File: src/rtl/sap_pkg.sv
// Shared types and widths for the accumulator transmit port.
package sap_pkg;

  localparam int BYTE_W = 8;
  localparam int WORD_W = 16;
  localparam int TMR_W  = 16;

  typedef enum logic [1:0] {
    IDLE   = 2'd0,
    SEND_A = 2'd1,
    SEND_B = 2'd2
  } tx_state_t;

  function automatic logic [BYTE_W-1:0] first_byte(input logic [WORD_W-1:0] w,
                                                   input logic              msb_first);
    return msb_first ? w[15:8] : w[7:0];
  endfunction

endpackage

File: src/rtl/acc_tx_timer.sv
// Wait-cycle counter for a presented byte; flags the cycle whose increment reaches LIMIT.
module acc_tx_timer
  import sap_pkg::*;
#(
  parameter int unsigned LIMIT = 1
) (
  input  logic clk,
  input  logic rst,
  input  logic i_clear,
  input  logic i_inc,
  output logic o_tc
);

  localparam logic [TMR_W-1:0] LAST = TMR_W'(LIMIT - 1);

  logic [TMR_W-1:0] r_count;

  always_ff @(posedge clk or posedge rst) begin
    if (rst) begin
      r_count <= '0;
    end else if (i_clear) begin
      r_count <= '0;
    end else if (i_inc) begin
      r_count <= r_count + 1'b1;
    end
  end

  // Terminal fires on the edge that would bring the count to LIMIT.
  assign o_tc = i_inc && (r_count == LAST);

endmodule

File: src/rtl/acc_tx_port.sv
// Sources the accumulator to an 8-bit valid/ready device and onto the internal bus.
// Optional tx_parity output enabled by defining ACC_TX_PARITY_EN.
module acc_tx_port
  import sap_pkg::*;
#(
  parameter bit          MSB_FIRST = 1'b1,
  parameter int unsigned TIMEOUT   = 0
) (
  input  logic              clk,
  input  logic              rst,
  input  logic [WORD_W-1:0] aout,
  input  logic              acc_out,
  input  logic              out_start,
  input  logic              out_lower,
  output logic [WORD_W-1:0] bus_out,
  output logic              bus_oe,
  output logic              busy,
  output logic [BYTE_W-1:0] tx_data,
  output logic              tx_valid,
  input  logic              tx_ready,
  output logic              tx_err
`ifdef ACC_TX_PARITY_EN
  ,
  output logic              tx_parity
`endif
);

  tx_state_t         r_state;
  logic [WORD_W-1:0] r_snap;
  logic [BYTE_W-1:0] r_tx_data;
  logic              r_tx_valid;
  logic              r_busy;
  logic              r_tx_err;

  logic              w_hs;
  logic              w_tc;
  logic [BYTE_W-1:0] w_second;
  logic [BYTE_W-1:0] w_data_nxt;

  assign bus_oe  = acc_out;
  assign bus_out = acc_out ? aout : '0;

  assign w_hs     = r_tx_valid && tx_ready;
  assign w_second = MSB_FIRST ? r_snap[7:0] : r_snap[15:8];

  generate
    if (TIMEOUT > 0) begin : g_timer
      acc_tx_timer #(.LIMIT(TIMEOUT)) u_timer (
        .clk     (clk),
        .rst     (rst),
        .i_clear (w_hs || !r_tx_valid),
        .i_inc   (r_tx_valid && !tx_ready),
        .o_tc    (w_tc)
      );
    end else begin : g_no_timer
      assign w_tc = 1'b0;
    end
  endgenerate

  // Next byte on the wire; shared by tx_data and its parity so both update together.
  always_comb begin
    w_data_nxt = r_tx_data;
    case (r_state)
      IDLE: begin
        if (out_start)      w_data_nxt = first_byte(aout, MSB_FIRST);
        else if (out_lower) w_data_nxt = aout[7:0];
      end
      SEND_A: begin
        if (w_hs) w_data_nxt = w_second;
      end
      default: ;
    endcase
  end

  always_ff @(posedge clk or posedge rst) begin
    if (rst) begin
      r_state    <= IDLE;
      r_snap     <= '0;
      r_tx_data  <= '0;
      r_tx_valid <= 1'b0;
      r_busy     <= 1'b0;
      r_tx_err   <= 1'b0;
    end else begin
      r_tx_data <= w_data_nxt;
      case (r_state)
        IDLE: begin
          if (out_start) begin
            r_snap     <= aout;
            r_tx_valid <= 1'b1;
            r_busy     <= 1'b1;
            r_state    <= SEND_A;
          end else if (out_lower) begin
            r_snap     <= {8'h00, aout[7:0]};
            r_tx_valid <= 1'b1;
            r_busy     <= 1'b1;
            r_state    <= SEND_B;
          end
        end
        SEND_A, SEND_B: begin
          if (w_hs) begin
            if (r_state == SEND_A) begin
              r_state <= SEND_B;
            end else begin
              r_tx_valid <= 1'b0;
              r_busy     <= 1'b0;
              r_state    <= IDLE;
            end
          end else if (w_tc) begin
            r_tx_valid <= 1'b0;
            r_busy     <= 1'b0;
            r_tx_err   <= 1'b1;
            r_state    <= IDLE;
          end
        end
        default: r_state <= IDLE;
      endcase
    end
  end

`ifdef ACC_TX_PARITY_EN
  logic r_parity;

  always_ff @(posedge clk or posedge rst) begin
    if (rst) r_parity <= 1'b0;
    else     r_parity <= ^w_data_nxt;
  end

  assign tx_parity = r_parity;
`endif

  assign tx_data  = r_tx_data;
  assign tx_valid = r_tx_valid;
  assign busy     = r_busy;
  assign tx_err   = r_tx_err;

endmodule

File: config.mk
export PLATFORM = sky130hd
export DESIGN_NAME = acc_tx_port
export DESIGN_NICKNAME = d
export VERILOG_FILES = /design/src/rtl/sap_pkg.sv /design/src/rtl/acc_tx_timer.sv /design/src/rtl/acc_tx_port.sv
export SDC_FILE = /design/constraint.sdc
export NUM_CORES = 1
export LEC_CHECK = 0
export CORE_UTILIZATION = 35
export DETAILED_ROUTE_END_ITERATION = 10
export PLACE_DENSITY = 0.8
export SKIP_CTS_REPAIR_TIMING = 1
export SLEW_MARGIN = 20
export SYNTH_ARGS = -nofsm -noshare
export SYNTH_HDL_FRONTEND = slang
export SYNTH_SLANG_ARGS = --single-unit
File: constraint.sdc
create_clock -name clk -period 2.4 [get_ports clk]
set_input_delay 0.48 -clock clk [delete_from_list [all_inputs] [get_ports clk]]
set_output_delay 0.48 -clock clk [all_outputs]
set_load 0.005 [all_outputs]
==> results.py <==
metrics = {
    "cells_and_area": {
        "nets": 181,
        "post-route-util_pct": 54.8,
        "num_antenna_cells": 0,
        "final_cell_mix": "clkdlybuf4s50_1, dfrtp_1, and2_1",
        "final_layout_size_suffix_gt1_share_pct": 16.1,
        "area_growth_pct": 48.0,
        "layout_commonest_cell": "clkdlybuf4s50_1",
        "layout.cells.non_filler": 199,
    },
    "timing": {
        "tightestPinTransition_ns": 0.727,
        "hold_ws_ns": 0.511,
        "fin_tns_setup_ns": 0,
        "period_needed_ns": 2.22,
        "rsz0062_at_grt": "false",
        "slew_violations": 0,
        "fin_worst_skew_ns": 0.00610,
        "fmax_mhz": 450,
        "fin_crit_sh_pct": 92.6,
        "slew_headroom_pct": 51.5,
        "hold_viol": 0,
        "fin_ws_ns": 0.179,
        "setup_violations": 0,
    },
    "synth": {
        "yosys.area.top_type": "dfrtp_1",
        "syn-num-nets": 132,
        "syn_inst": 107,
        "syn_area_mm2": 0.00114,
        "synth_cell_types": 23,
        "seq_area_frac_synth_pct": 41.8,
        "ys_seq_elements": 19,
        "ys_top_cells_by_area": "dfrtp_1, mux2_2, and2_1",
        "synth_top_area_share_pct": 41.8,
        "syn_area_per_cell_um2": 10.6,
        "ys_warn_count": 0,
    },
    "placement": {
        "dp_cells": 195,
        "port_buffers": 48,
        "gp_congestion": 0.705,
        "dp_hpwl_um": 2030,
        "dp_worst_setup_slack_ns": 0.174,
    },
    "clock_tree": {
        "h-tree-depth": 1,
        "cts.path.max_buffers": 2,
        "cts-root-buf": "clkbuf_4",
        "cts.sinks": 19,
        "cts_tree": "yes",
        "clk_latency_ns": 0.30,
        "cts_buffers": 3,
        "clk_pin_slew_ns": 0.11,
    },
    "critical_path": {
        "critPathRequiredTime_ns": 1.92,
        "cp-startpoint": "acc_out",
        "cp-start-kind": "primary input",
        "crit_arrival_ns": 1.74,
        "crit_fanout": 11,
        "timing.rr.start": "r_state[0]",
        "path_class": "primary input to output pin",
        "cp-end-kind": "output pin",
    },
    "global_routing": {
        "grt_usage_pct": 17.4,
        "overflow": 0,
        "grt_pass1_vias": 1027,
        "grt_antenna_before_repair": 0,
        "grt_pass1_wl_um": 4600,
        "grt_max_degree": 20,
    },
    "floorplan": {
        "die-area_mm2": 0.00349,
        "die_y_um": 59.0,
        "core_mm2": 0.00308,
        "initial_core_util_pct": 37.0,
        "rows": 20,
        "ioPinCount": 50,
        "die_w_um": 59.0,
    },
    "detailed_routing": {
        "first_pass_iters": 4,
        "vias": 962,
        "routed_via_density": 4.83,
        "drt_iter0_drc": 3,
        "wl_um": 2680,
        "wl_per_cell_um": 13.5,
        "drt.antenna.violating_nets": 0,
        "drc": 0,
    },
    "pwr": {
        "leakage_nw": 0.692,
        "powerDensity_mw_per_mm2": 356,
        "peakVddDrop_mv": 0.265,
    },
    "run": {
        "cap_viol_max_count": 0,
    },
    "worst_hold_path": {
        "holdCritStartpoint": "tx_data[4]",
        "min_path_type": "register to register",
    },
    "run_status": {
        "status": "finished, final reports clean",
    },
}
-- where the power goes --
part	total [W]	internal, W	switching (W)
Sequential	0.000320	0.000320	0
Combinational	0.000115	0.0000728	0.0000424
Clock	0.000164	0.0000648	0.0000996
-- kinds of logic after synthesis --
kind of cell / count (synthesis) / synth area share [%]
muxes: 25 / 23.7
DFF: 19 / 41.8
and+or+nand+nor: 31 / 15.6
buffers and inverters: 11 / 4.94
other: 1 / 0.329
adders and majority gates: 3 / 3.30
AOI/OAI and AO/OA: 17 / 10.3
-- registers in the layout, indices dropped and copies added (netlist names) --
register,flops
tx_data,8
busy,1
r_state,2
r_snap,8
-- metal layers --
layer  wire length (µm)  up-vias  global-route usage, %
met1               1160      456                   20.1
met3                200        4                   5.02
met5                  0        -                      0
met2               1290       38                   30.8
li1                   -      464                      -
met4                 29        0                   5.44
-- final timing paths --
path / end / slack [ns] / depth (start not counted)
max in group asynchronous: r_state[0] / 1.35 / 2
min reg2reg: tx_data[4] / 0.51 / 1
max: bus_out[7] / 0.18 / 4
min: tx_data[4] / 0.51 / 1
max reg2reg: tx_data[5] / 0.43 / 5
min in group asynchronous: r_snap[4] / 0.59 / 2
-- cells in the mapped netlist --
cell type / number
a211oi_4: 1
a21o_1: 1
a221oi_1: 1
and2_1: 16
buf_2: 3
buf_4: 3
clkbuf_1: 2
conb_1: 1
dfrtp_1: 19
ha_1: 3
inv_1: 3
mux2_1: 1
mux2_2: 15
mux2i_1: 9
nand2_1: 11
nand2b_1: 1
nand3b_1: 1
nor2_1: 1
nor3b_4: 1
o21ai_0: 11
o21ai_2: 1
o22a_1: 1
o311ai_0: 1
-- critical path, cell delays in order --
cell             delay (ns)
clkdlybuf4s50_1        0.48
buf_4                  0.15
and2_1                 0.13
clkdlybuf4s50_1        0.50
-- stage by stage --
stage	instance area (µm²)	power, W
2_1_floorplan	1140	0.000365
3_3_place_gp	1660	0.000439
3_5_place_dp	1660	0.000442
4_1_cts	1690	0.000604
5_1_grt	1690	0.000630
6_report	1690	0.000600
-- final cells by class --
cell class | count | area (µm²)
clock buffers | 4 | 26.3
fillers | 273 | 1390
inverters | 3 | 11.3
multi-input cells | 77 | 607
flip-flops and latches | 19 | 475
well taps | 44 | 55.1
repair buffers | 52 | 510
Note: power is estimated with default switching activity, not from simulation.
